==> config.mk <==
export PLATFORM = sky130hd
export DESIGN_NAME = rr_arbiter16
export DESIGN_NICKNAME = d
export VERILOG_FILES = /design/src/rtl/rr_arbiter16_pkg.sv /design/src/rtl/rr_arbiter16_dec.sv /design/src/rtl/rr_arbiter16.sv
export SDC_FILE = /design/constraint.sdc
export NUM_CORES = 1
export LEC_CHECK = 0
export CAP_MARGIN = 30
export CELL_PAD_IN_SITES_DETAIL_PLACEMENT = 1
export CELL_PAD_IN_SITES_GLOBAL_PLACEMENT = 1
export CORE_UTILIZATION = 30
export DETAILED_ROUTE_END_ITERATION = 6
export PLACE_DENSITY = 0.68
export SLEW_MARGIN = 10
export SYNTH_ARGS = -nofsm -noshare
export SYNTH_HDL_FRONTEND = slang
export SYNTH_SLANG_ARGS = --single-unit
==> constraint.sdc <==
create_clock -name clk -period 5.4 [get_ports clk]
set_input_delay 0.81 -clock clk [delete_from_list [all_inputs] [get_ports clk]]
set_output_delay 0.81 -clock clk [all_outputs]
set_load 0.01 [all_outputs]
==> src/rtl/rr_arbiter16_pkg.sv <==
// Shared definitions for the 16-way round-robin arbiter: arbiter state
// encoding, requester count, index width and the default watchdog limit.
package rr_arbiter16_pkg;

  localparam int N_REQ       = 16;
  localparam int IDX_W       = 4;
  localparam int DEF_TIMEOUT = 255;

  typedef enum logic {
    S_IDLE = 1'b0,
    S_BUSY = 1'b1
  } arb_state_t;

endpackage

==> src/rtl/rr_arbiter16_dec.sv <==
// 4-to-16 one-hot decoder shared across the codebase.
module rr_arbiter16_dec
  import rr_arbiter16_pkg::*;
(
  input  logic [IDX_W-1:0] i_idx,
  output logic [N_REQ-1:0] o_onehot
);

  // One output bit per index value.
  always_comb begin
    o_onehot        = '0;
    o_onehot[i_idx] = 1'b1;
  end

endmodule

==> src/rtl/rr_arbiter16.sv <==
// Round-robin arbiter sharing one resource among 16 requesters.
// Optional watchdog enabled by defining RR_WATCHDOG_EN.
//
// state  | meaning
// S_IDLE | no owner; arbitrate whenever any request is present
// S_BUSY | owner holds the grant until done (or watchdog expiry)
module rr_arbiter16
   import rr_arbiter16_pkg::*;
#(
   parameter int TIMEOUT = DEF_TIMEOUT
)
(
   input  logic             clk,
   input  logic             reset,
   input  logic [N_REQ-1:0] req,
   input  logic             done,
   output logic             grant_valid,
   output logic             grant_start,
   output logic [IDX_W-1:0] grant_idx,
`ifdef RR_WATCHDOG_EN
   output logic             timeout_err,
`endif
   output logic [N_REQ-1:0] grant_onehot
);

   arb_state_t       r_state;
   logic             r_grant_valid;
   logic             r_grant_start;
   logic [IDX_W-1:0] r_grant_idx;
   logic [IDX_W-1:0] r_last_idx;

   logic             w_any_req;
   logic [IDX_W-1:0] w_winner;
   logic             w_release;
   logic [N_REQ-1:0] w_dec_onehot;

   assign w_any_req = |req;

`ifdef RR_WATCHDOG_EN
   localparam int CNT_W = ($clog2(TIMEOUT + 1) < 8) ? 8 : $clog2(TIMEOUT + 1);

   logic [CNT_W-1:0] r_wd_cnt;
   logic             r_timeout_err;
   logic             w_timeout;

   assign w_timeout = (r_state == S_BUSY) && !done &&
                      (r_wd_cnt == CNT_W'(TIMEOUT - 1));
   assign w_release = done | w_timeout;
   assign timeout_err = r_timeout_err;
`else
   assign w_release = done;
`endif

   always_comb begin
      logic             v_found;
      logic [IDX_W-1:0] v_idx;
      v_found  = 1'b0;
      w_winner = r_last_idx;
      for (int k = 1; k <= N_REQ; k++) begin
         v_idx = r_last_idx + k[IDX_W-1:0];
         if (!v_found && req[v_idx]) begin
            v_found  = 1'b1;
            w_winner = v_idx;
         end
      end
   end

   always_ff @(posedge clk or posedge reset) begin
      if (reset) begin
         r_state       <= S_IDLE;
         r_grant_valid <= 1'b0;
         r_grant_start <= 1'b0;
         r_grant_idx   <= '0;
         r_last_idx    <= IDX_W'(N_REQ - 1);
`ifdef RR_WATCHDOG_EN
         r_wd_cnt      <= '0;
         r_timeout_err <= 1'b0;
`endif
      end else begin
         r_grant_start <= 1'b0;
         case (r_state)
            S_IDLE: begin
               if (w_any_req) begin
                  r_grant_idx   <= w_winner;
                  r_last_idx    <= w_winner;
                  r_grant_valid <= 1'b1;
                  r_grant_start <= 1'b1;
                  r_state       <= S_BUSY;
`ifdef RR_WATCHDOG_EN
                  r_wd_cnt      <= '0;
`endif
               end
            end
            S_BUSY: begin
               if (w_release) begin
                  if (w_any_req) begin
                     r_grant_idx   <= w_winner;
                     r_last_idx    <= w_winner;
                     r_grant_start <= 1'b1;
                  end else begin
                     r_grant_valid <= 1'b0;
                     r_state       <= S_IDLE;
                  end
`ifdef RR_WATCHDOG_EN
                  r_wd_cnt <= '0;
                  if (w_timeout) r_timeout_err <= 1'b1;
               end else begin
                  r_wd_cnt <= r_wd_cnt + CNT_W'(1);
`endif
               end
            end
            default: r_state <= S_IDLE;
         endcase
      end
   end

   rr_arbiter16_dec u_dec (
      .i_idx    (r_grant_idx),
      .o_onehot (w_dec_onehot)
   );

   assign grant_valid  = r_grant_valid;
   assign grant_start  = r_grant_start;
   assign grant_idx    = r_grant_idx;
   assign grant_onehot = w_dec_onehot & {N_REQ{r_grant_valid}};

endmodule

Word level (Yosys, flattened, before mapping) --
Cells that the tools add are included.
Word-level totals: flip-flop bits (word level) 11, bits of input ports 19, output and inout port bits 22, logic and storage cells 156
Cells by class: $add $sub $neg 15, $lt $le $gt $ge 18, eq/ne operators 3, muxes and demuxes 80, bitwise gates (word level) 2, reduce and logical (&&, ||, !) cells 33
Operators with widths (count):
- $lt 4x5->1 const B | 17
- $mux 4 | 20
- $bmux 1 s4 | 16
- $mux 1 | 38
- $add 4x4->4 const B | 8
- $add 4x3->4 const B | 4
- $and 16x16->16 | 1
- $logic_and 1x1->1 | 16
- $pmux 4 s2 | 2
- $reduce_or 16->1 | 1
- $logic_not 1->1 | 15
- $add 4x2->4 const B | 2
- $ne 2x2->1 const B | 3
- $pmux 1 s2 | 3
- $add 4x1->4 const B | 1
- $demux 1 s4 | 1
- $ge 4x1->1 const B | 1
- $reduce_and 3->1 | 1
- $not 1->1 | 1

Depth between registers and ports, before layout --
Gate-level depths: netlist of run 1.
depth in word-level cells 52, mapped depth 15, depth with buffers taken out 11

Cells and area by module --
From an unflattened synthesis of run 1, not the netlist that was laid out.
Second synthesis, totals: cell total of the unflattened synthesis 360, area, all modules 2976.6 um2
Modules (own cells, without submodules):
- rr_arbiter16 | instances 1, cells each 340, area an instance 2750.1 um2, sequential area each 280.3 um2
- rr_arbiter16_dec | instances 1, cells each 20, area an instance 226.5 um2, sequential area each 0.0 um2

Least setup slack after synthesis of run 1 --
OpenSTA, ideal clock, no wires.
path type reg2reg, from reg r_last_idx[1], to reg r_grant_idx[1], in the netlist grant_idx[1], library setup time 0.138 ns, arrival time 4.380 ns, data required time 5.262 ns, setup slack 0.882 ns, cell stages (with the launch flop) 16, path through dfstp_2 buf_2 buf_2 buf_2 inv_1 ha_1 clkbuf_1 mux4_2 mux2_2 mux2i_2 or4b_4 nor4_4 a32o_1 a211oi_1 o21bai_2 o311ai_1
Between the ends: cells in the longest elaborated chain, start to end 52, elaborated cells on any way between the ends 111, classes of those cells add/sub (15); mux (66); reduce/logical (30)
RTL lines:
- start: declaration | line rr_arbiter16.sv:30 | logic [IDX_W-1:0] r_last_idx;
- start signal: assignment | line rr_arbiter16.sv:74 | r_last_idx <= IDX_W'(N_REQ - 1);
- start signal: assignment | line rr_arbiter16.sv:85 | r_last_idx <= w_winner;
- start signal: assignment | line rr_arbiter16.sv:98 | r_last_idx <= w_winner;
- $add 4x1->4 | line rr_arbiter16.sv:60 | v_idx = r_last_idx + k[IDX_W-1:0];
- $bmux 1 s4 | line rr_arbiter16.sv:61 | if (!v_found && req[v_idx]) begin
- $mux 1 (not written as such) | line rr_arbiter16.sv:61
- $mux 1 | line rr_arbiter16.sv:61
- $logic_not 1->1 | line rr_arbiter16.sv:61
- $logic_and 1x1->1 | line rr_arbiter16.sv:61
- $mux 1 | line rr_arbiter16.sv:61
- $logic_not 1->1 | line rr_arbiter16.sv:61
- [... 36 more ...]
- $logic_and 1x1->1 | line rr_arbiter16.sv:61
- $mux 1 | line rr_arbiter16.sv:61
- $logic_not 1->1 | line rr_arbiter16.sv:61
- $logic_and 1x1->1 | line rr_arbiter16.sv:61
- $mux 4 * | line rr_arbiter16.sv:61
- $mux 4 * | line rr_arbiter16.sv:83, rr_arbiter16.sv:96
- $mux 4 | line rr_arbiter16.sv:95 | if (w_release) begin
- $pmux 4 s2 * | line rr_arbiter16.sv:81 | case (r_state)
- end signal: assignment | line rr_arbiter16.sv:84 | r_grant_idx <= w_winner;
- end signal: assignment | line rr_arbiter16.sv:97 | r_grant_idx <= w_winner;
- end: declaration | line rr_arbiter16.sv:29 | logic [IDX_W-1:0] r_grant_idx;
Every way passes the cells marked *; elsewhere a longest branch is shown, timed or not. The select of a mux whose other input is x is not followed. A chain may end at the register's enable or synchronous reset.

Worst setup path after layout of run 1 --
from reg r_last_idx[1], to reg r_grant_idx[3], in the netlist grant_idx[3]
Same word-level chain as after synthesis.

==> results.txt, run 1 <==
----------------------------------------------------
[Synth]
  Net Count, Synth ... 363
  Number of synthesis warnings ... 0
  Mean cell area of the mapped netlist ... 8.67 um2
  Sequential cell area fraction in the yosys report ... 0.0962
  Post-synth design cell area ... 2910 um2
  Number of library cell types mapped by synthesis ... 64
  Gate count after technology mapping ... 336
  Ys flop type ... sky130_fd_sc_hd__dfrtp_1
  Number of flops mapped to enable cells by yosys ... 0
  Total of flip-flops plus latches after synthesis ... 11
  Proportion of synthesized flip-flops having asynchronous set or reset ... 1.00

[GRT]
  First-pass GRT wire length ... 17500 um
  Met1 track demand over resource ... 0.300
  Via count of the first global-routing pass ... 3133
  Overflow left after global routing ... 0
  Top Usage Layer GRT ... met2
  GR Util All Layers ... 0.223
  Met3 layer usage reported by global route ... 0.0298
  Met2 global-route usage ... 0.364
  Pin count of the biggest net entering global routing ... 30
  Initial antenna violation count ... 0

[Floorplanning]
  Total Die Area ... 10100 um2
  I/O pin count ... between 40 and 50
  DIE WIDTH ... 101 um
  Initial Utilization ... 0.312
  Vertical die dimension ... 101 um
  Core Rows ... 35
  Core Box Area ... 9330 um2

[Detailed routing]
  Pre-Repair DR Iteration Count ... 4
  Average wire per standard cell ... 21.9 um
  Number of nets still failing antenna checks after routing ... 0
  Detailed router's first-iteration violation count ... 226
  Total via count in the routed design ... 3102
  Via count normalized by instance count ... 6.20
  Total detailed-routing wirelength ... 10900 um
  Remaining design rule violation count ... 0

[Flow run]
  Total of max-cap violations ... 0

[Layout]
  Fraction of final layout cells sized beyond drive strength 1 ... 0.186
  Area Growth Syn to Fin ... 19.7%
  Final net count ... 399
  Final antenna diode count ... 0
  Area used by sequential logic in the layout ... 280 um2
  Cell Count, Final, Fillers Out ... 500
  Area of the multi-input gates ... 2500 um2
  Filler cells ... around 1100

[Hold path]
  Worst hold path class ... reg2reg

[Worst setup path]
  Required time of the critical path ... 5510 ps
  Largest fanout on the critical path ... 14
  Arrival time of data at the critical path endpoint ... 4500 ps
  Setup crit end kind ... flop
  Startpoint Class ... flop
  CP Class ... reg2reg

[Clock network]
  Number of clock sinks ... 11
  TritonCTS clock tree ... yes
  CTS-repair resized insts ... 0
  Clock root cell ... sky130_fd_sc_hd__clkbuf_8
  Buffer depth of the longest clock path ... 2
  Clock insertion delay at the later pin of the skew report ... 250 ps
  TritonCTS Buffers ... 3
  Post-CTS setup-driven buffer insertion count ... 0
  Register clock-pin slew on the reported worst setup and hold paths ... 60 ps
  Post-CTS Hold Buffers ... 0
  H-tree levels ... 1

[STA]
  Count of pins over their slew limit ... 0
  Hold Worst Slack ... 443 ps
  Hold violation count in the final report ... 0
  Max Fclk ... 0.228 GHz
  Final Setup Violations ... 0
  RSZ-0062 raised after global routing ... no
  Setup skew after layout ... 8.84 ps
  Final critical-path share of the clock period ... 0.813
  Tmin final ... between 4000 and 5000 ps
  Max-slew headroom at the worst pin ... 0.427
  Setup TNS ... 0 ps
  Slew of the pin with the lowest slew margin ... 853 ps

[Placement]
  Placed cells ... ~500
  Final GP Congestion ... between 0.9 and 1
  Number of port buffers ... 40
  Half-perimeter wire length after placement ... 8540 um

[Outcome]
  Result of the run ... complete, no violations

----------------------------------------------------
==> synth_stat cells, types with 3 or more instances <==
cell type,n,area [um2]
sky130_fd_sc_hd__a2111oi_0,4,35.0
sky130_fd_sc_hd__a211oi_1,4,30.0
sky130_fd_sc_hd__a21oi_1,21,105
sky130_fd_sc_hd__a22oi_1,6,45.0
sky130_fd_sc_hd__a31oi_1,3,18.8
sky130_fd_sc_hd__and2_1,3,18.8
sky130_fd_sc_hd__and3_1,5,31.3
sky130_fd_sc_hd__buf_2,6,30.0
sky130_fd_sc_hd__clkbuf_1,7,26.3
sky130_fd_sc_hd__dfrtp_1,7,175
sky130_fd_sc_hd__dfstp_2,4,105
sky130_fd_sc_hd__ha_1,8,100
sky130_fd_sc_hd__inv_1,12,45.0
sky130_fd_sc_hd__mux2_2,9,101
sky130_fd_sc_hd__mux2i_1,16,160
sky130_fd_sc_hd__mux4_2,31,698
sky130_fd_sc_hd__nand2_1,26,97.6
sky130_fd_sc_hd__nand2b_1,6,37.5
sky130_fd_sc_hd__nand3_1,10,50.1
sky130_fd_sc_hd__nand3b_1,3,22.5
sky130_fd_sc_hd__nand4_1,5,31.3
sky130_fd_sc_hd__nor2_1,40,150
sky130_fd_sc_hd__nor2b_1,5,31.3
sky130_fd_sc_hd__nor3_1,10,50.1
sky130_fd_sc_hd__nor4_1,9,56.3
sky130_fd_sc_hd__o21ai_0,14,70.1
sky130_fd_sc_hd__o21ai_1,4,20.0
sky130_fd_sc_hd__o221ai_1,3,26.3
sky130_fd_sc_hd__or3_1,3,18.8
sky130_fd_sc_hd__xnor2_1,9,78.8
sky130_fd_sc_hd__xor2_1,3,26.3
==> logic make-up (layout without fill, tap and decap cells) <==
| family | after synthesis | count (layout) | share of synthesized area |
|---|---|---|---|
| AND/OR/NAND/NOR | 135 | 135 | 0.245 |
| AO/OA/AOI/OAI | 84 | 84 | 0.201 |
| multiplexers | 58 | 58 | 0.343 |
| buffers and inverters | 28 | 63 | 0.0438 |
| XOR/XNOR | 12 | 12 | 0.0361 |
| flip-flops | 11 | 11 | 0.0962 |
| adder cells (fa/ha/maj) | 8 | 8 | 0.0344 |
==> per-layer routing <==
metal  part of all wire  vias up
met3              0.038       29
li1                   -     1400
met4              0.037        0
met5                  0        -
met1               0.45     1569
met2               0.48      104
==> metrics by stage <==
stage	util	cell area (um2)	setup WS [ps]
2_1_floorplan	-	2910	882
3_3_place_gp	0.369	3440	1150
3_5_place_dp	0.369	3440	1100
4_1_cts	0.374	3490	1090
5_1_grt	0.374	3490	853
6_report	0.374	3490	1010
==> cell type report <==
class / count / area share
clock inverters: 1 / 0.00144
well taps: 129 / 0.0463
inverters: 13 / 0.0140
repair buffers: 46 / 0.128
flip-flops and latches: 11 / 0.0804
clock buffers: 3 / 0.0118
multi-input cells: 297 / 0.718
==> layout by cell type (no fill, tap or decap), types with 4 or more instances in the layout <==
master	instances
sky130_fd_sc_hd__mux2_2	9
sky130_fd_sc_hd__o21ai_0	14
sky130_fd_sc_hd__nand4_1	5
sky130_fd_sc_hd__clkdlybuf4s50_1	40
sky130_fd_sc_hd__o21ai_1	4
sky130_fd_sc_hd__buf_4	6
sky130_fd_sc_hd__xnor2_1	9
sky130_fd_sc_hd__a211oi_1	4
sky130_fd_sc_hd__nand2b_1	6
sky130_fd_sc_hd__nand3_1	10
sky130_fd_sc_hd__nor3_1	10
sky130_fd_sc_hd__a21oi_1	21
sky130_fd_sc_hd__dfrtp_1	7
sky130_fd_sc_hd__ha_1	8
sky130_fd_sc_hd__mux4_2	31
sky130_fd_sc_hd__dfstp_2	4
sky130_fd_sc_hd__nand2_1	26
sky130_fd_sc_hd__inv_1	12
sky130_fd_sc_hd__and3_1	5
sky130_fd_sc_hd__a22oi_1	6
sky130_fd_sc_hd__a2111oi_0	4
sky130_fd_sc_hd__nor2b_1	5
sky130_fd_sc_hd__nor4_1	9
sky130_fd_sc_hd__nor2_1	40
sky130_fd_sc_hd__mux2i_1	16
==> final timing paths <==
check                         startpoint             to  slack [ps]  cells past startpoint
hold reg to reg                  r_state    grant_valid         440                      1
min in group asynchronous          reset   grant_idx[2]         870                      2
hold / removal                   r_state    grant_valid         440                      1
setup reg to reg           r_last_idx[1]   grant_idx[3]        1010                     10
max in group asynchronous          reset  r_last_idx[3]        4180                      2
setup / recovery           r_last_idx[1]   grant_idx[3]        1010                     10
==> critical path, cell delays in order, from the launching register on <==
cell and delay (ps):
sky130_fd_sc_hd__dfstp_2 530, sky130_fd_sc_hd__inv_1 210, sky130_fd_sc_hd__ha_1 770, sky130_fd_sc_hd__mux4_1 520, sky130_fd_sc_hd__mux4_2 640, sky130_fd_sc_hd__or4b_4 640
sky130_fd_sc_hd__nor2_2 220, sky130_fd_sc_hd__o21ai_1 100, sky130_fd_sc_hd__o311a_1 130, sky130_fd_sc_hd__a21oi_1 370, sky130_fd_sc_hd__nor2_1 110
==> state kept, by name (all words and copies together) (netlist names) <==
name / cells
r_state: 1
grant_start: 1
r_last_idx: 4
grant_valid: 1
grant_idx: 4
Power of run 1 is not shown: default switching activity piles up to over one toggle a cycle in this logic, so the estimate is an artifact.
==> run 2: changes to the inputs <==
==> constraint.sdc (replaced) <==
create_clock -name clk -period 4.3 [get_ports clk]
set_input_delay 0.645 -clock clk [delete_from_list [all_inputs] [get_ports clk]]
set_output_delay 0.645 -clock clk [all_outputs]
set_load 0.01 [all_outputs]
==> results.txt, run 2 (synthesis results as in run 1) <==
----------------------------------------------------
[Floorplanning]
  I/O pin count ... 41 (unchanged)
  Initial Utilization ... 0.312 (unchanged)
  Vertical die dimension ... 101 um (unchanged)
  Core Rows ... 35 (unchanged)
  DIE WIDTH ... 101 um (unchanged)
  Core Box Area ... 9330 um2 (unchanged)
  Total Die Area ... 10100 um2 (unchanged)

[Worst setup path]
  CP Class ... reg2reg
  Startpoint Class ... flop
  Setup crit end kind ... flop
  Endpoint of the worst register-to-register path ... r_last_idx[2]
  R2r setup slk ... 320 ps (-690 ps)
  Required time of the critical path ... 4440 ps (-1070 ps)
  Largest fanout on the critical path ... 9 (-5)
  RR Startpoint ... r_last_idx[0]
  Arrival time of data at the critical path endpoint ... 4120 ps (-380 ps)
  Worst Reg2Reg Path Length in Cells ... 9 (-1)

[Placement]
  Final GP Congestion ... 0.913 (+1.4%)
  Number of port buffers ... 40 (unchanged)
  Half-perimeter wire length after placement ... 9100 um (+6.5%)

[Layout]
  Finished Core Util ... 0.389 (+0.0154)
  Area Growth Syn to Fin ... 24.7%
  Fraction of final layout cells sized beyond drive strength 1 ... 0.224 (+0.0377)
  Final antenna diode count ... 0 (unchanged)
  Filler cells ... 1092 (-1.4%)
  Final net count ... 417 (+4.5%)
  Commonest cells after routing, fill and taps aside ... sky130_fd_sc_hd__nor2_1, sky130_fd_sc_hd__clkdlybuf4s50_1, sky130_fd_sc_hd__mux4_2

[Hold path]
  Hold path start ... r_state
  Hold Crit Depth ... 1 (unchanged)
  Worst hold path class ... reg2reg
  Hold Path Sink ... grant_valid

[STA]
  Setup TNS ... 0 ps (unchanged)
  Slew of the pin with the lowest slew margin ... 742 ps (-111 ps)
  Final Setup Violations ... 0 (unchanged)
  Max Fclk ... 0.251 GHz (+10%)
  Hold violation count in the final report ... 0 (unchanged)
  Final critical-path share of the clock period ... 0.925 (+0.112)
  Setup skew after layout ... 6.57 ps (-2.26 ps)
  Hold Worst Slack ... 446 ps (+2.78 ps)
  Max-slew headroom at the worst pin ... 0.491 (+0.0639)
  RSZ-0062 raised after global routing ... no
  Count of pins over their slew limit ... 0 (unchanged)
  Tmin final ... 3980 ps (-413 ps)

[Detailed routing]
  Total detailed-routing wirelength ... 11200 um (+2.6%)
  Total via count in the routed design ... 3127 (+0.81%)
  Number of nets still failing antenna checks after routing ... 0 (unchanged)
  Detailed router's first-iteration violation count ... 258 (+14%)
  Average wire per standard cell ... 21.7 um (-0.95%)
  Via count normalized by instance count ... 6.04 (-2.7%)
  Remaining design rule violation count ... 0 (unchanged)
  Pre-Repair DR Iteration Count ... 4 (unchanged)

[Clock network]
  Clock root cell ... sky130_fd_sc_hd__clkbuf_8
  Post-CTS Hold Buffers ... 0 (unchanged)
  TritonCTS Buffers ... 3 (unchanged)
  H-tree levels ... 1 (unchanged)
  Buffer depth of the longest clock path ... 2 (unchanged)
  TritonCTS clock tree ... yes
  Register clock-pin slew on the reported worst setup and hold paths ... 50 ps (about the same)
  Number of clock sinks ... 11 (unchanged)
  Post-CTS setup-driven buffer insertion count ... 0 (unchanged)
  Clock insertion delay at the later pin of the skew report ... 240 ps (about the same)
  CTS-repair resized insts ... 0 (unchanged)

[GRT]
  Pin count of the biggest net entering global routing ... 30 (unchanged)
  GR Util All Layers ... 0.232 (+0.00912)
  Initial antenna violation count ... 0 (unchanged)
  Via count of the first global-routing pass ... 3130 (-0.096%)
  Overflow left after global routing ... 0 (unchanged)
  First-pass GRT wire length ... 18000 um (+2.8%)

[Outcome]
  Result of the run ... complete, no violations

[Flow run]
  Total of max-cap violations ... 0 (unchanged)

----------------------------------------------------
## run 2: per-layer routing
metal,up-vias,global-route usage,routed length [um]
met1,1573,0.319,4950
met3,16,0.0215,461
met2,99,0.390,5500
li1,1439,-,-
met5,-,0,0
met4,0,0.0658,323
## run 2: worst max path at each step
stage	from	endpoint	slack (ps)	depth (start not counted)
after floorplan	r_last_idx[1]	grant_idx[1]	60	15
after global placement	req[2]	grant_idx[2]	210	9
after detailed placement	req[2]	grant_idx[2]	180	8
after CTS	r_last_idx[0]	grant_idx[2]	390	10
after global routing	r_last_idx[1]	grant_idx[2]	100	12
final	r_last_idx[0]	r_last_idx[2]	320	9
## run 2: cell type report
cell class / count / area (um2) / share of cell area
clock inverters: 1 / 5.00 / 0.00138
multi-input cells: 297 / 2510 / 0.692
flip-flops and latches: 11 / 280 / 0.0772
clock buffers: 3 / 41.3 / 0.0114
well taps: 129 / 161 / 0.0445
inverters: 13 / 48.8 / 0.0134
repair buffers: 64 / 581 / 0.160
## run 2: metrics by stage
step           area (um2)  std cells  worst slack [ps]
2_1_floorplan        2930        336              60.0
4_1_cts              3630        518               385
3_5_place_dp         3580        514               181
3_3_place_gp         3580        514               209
5_1_grt              3630        518              98.6
6_report             3630        518               321
## run 2: critical path, cell delays in order (launching register included)
cell	delay (ps)
sky130_fd_sc_hd__dfstp_2	520
sky130_fd_sc_hd__inv_1	100
sky130_fd_sc_hd__ha_1	550
sky130_fd_sc_hd__mux4_2	450
sky130_fd_sc_hd__mux4_2	610
sky130_fd_sc_hd__or4b_4	640
sky130_fd_sc_hd__nor2_2	200
sky130_fd_sc_hd__o2111ai_1	160
sky130_fd_sc_hd__a31oi_1	470
sky130_fd_sc_hd__a21oi_1	170
Power of run 2 is left out for the same reason.
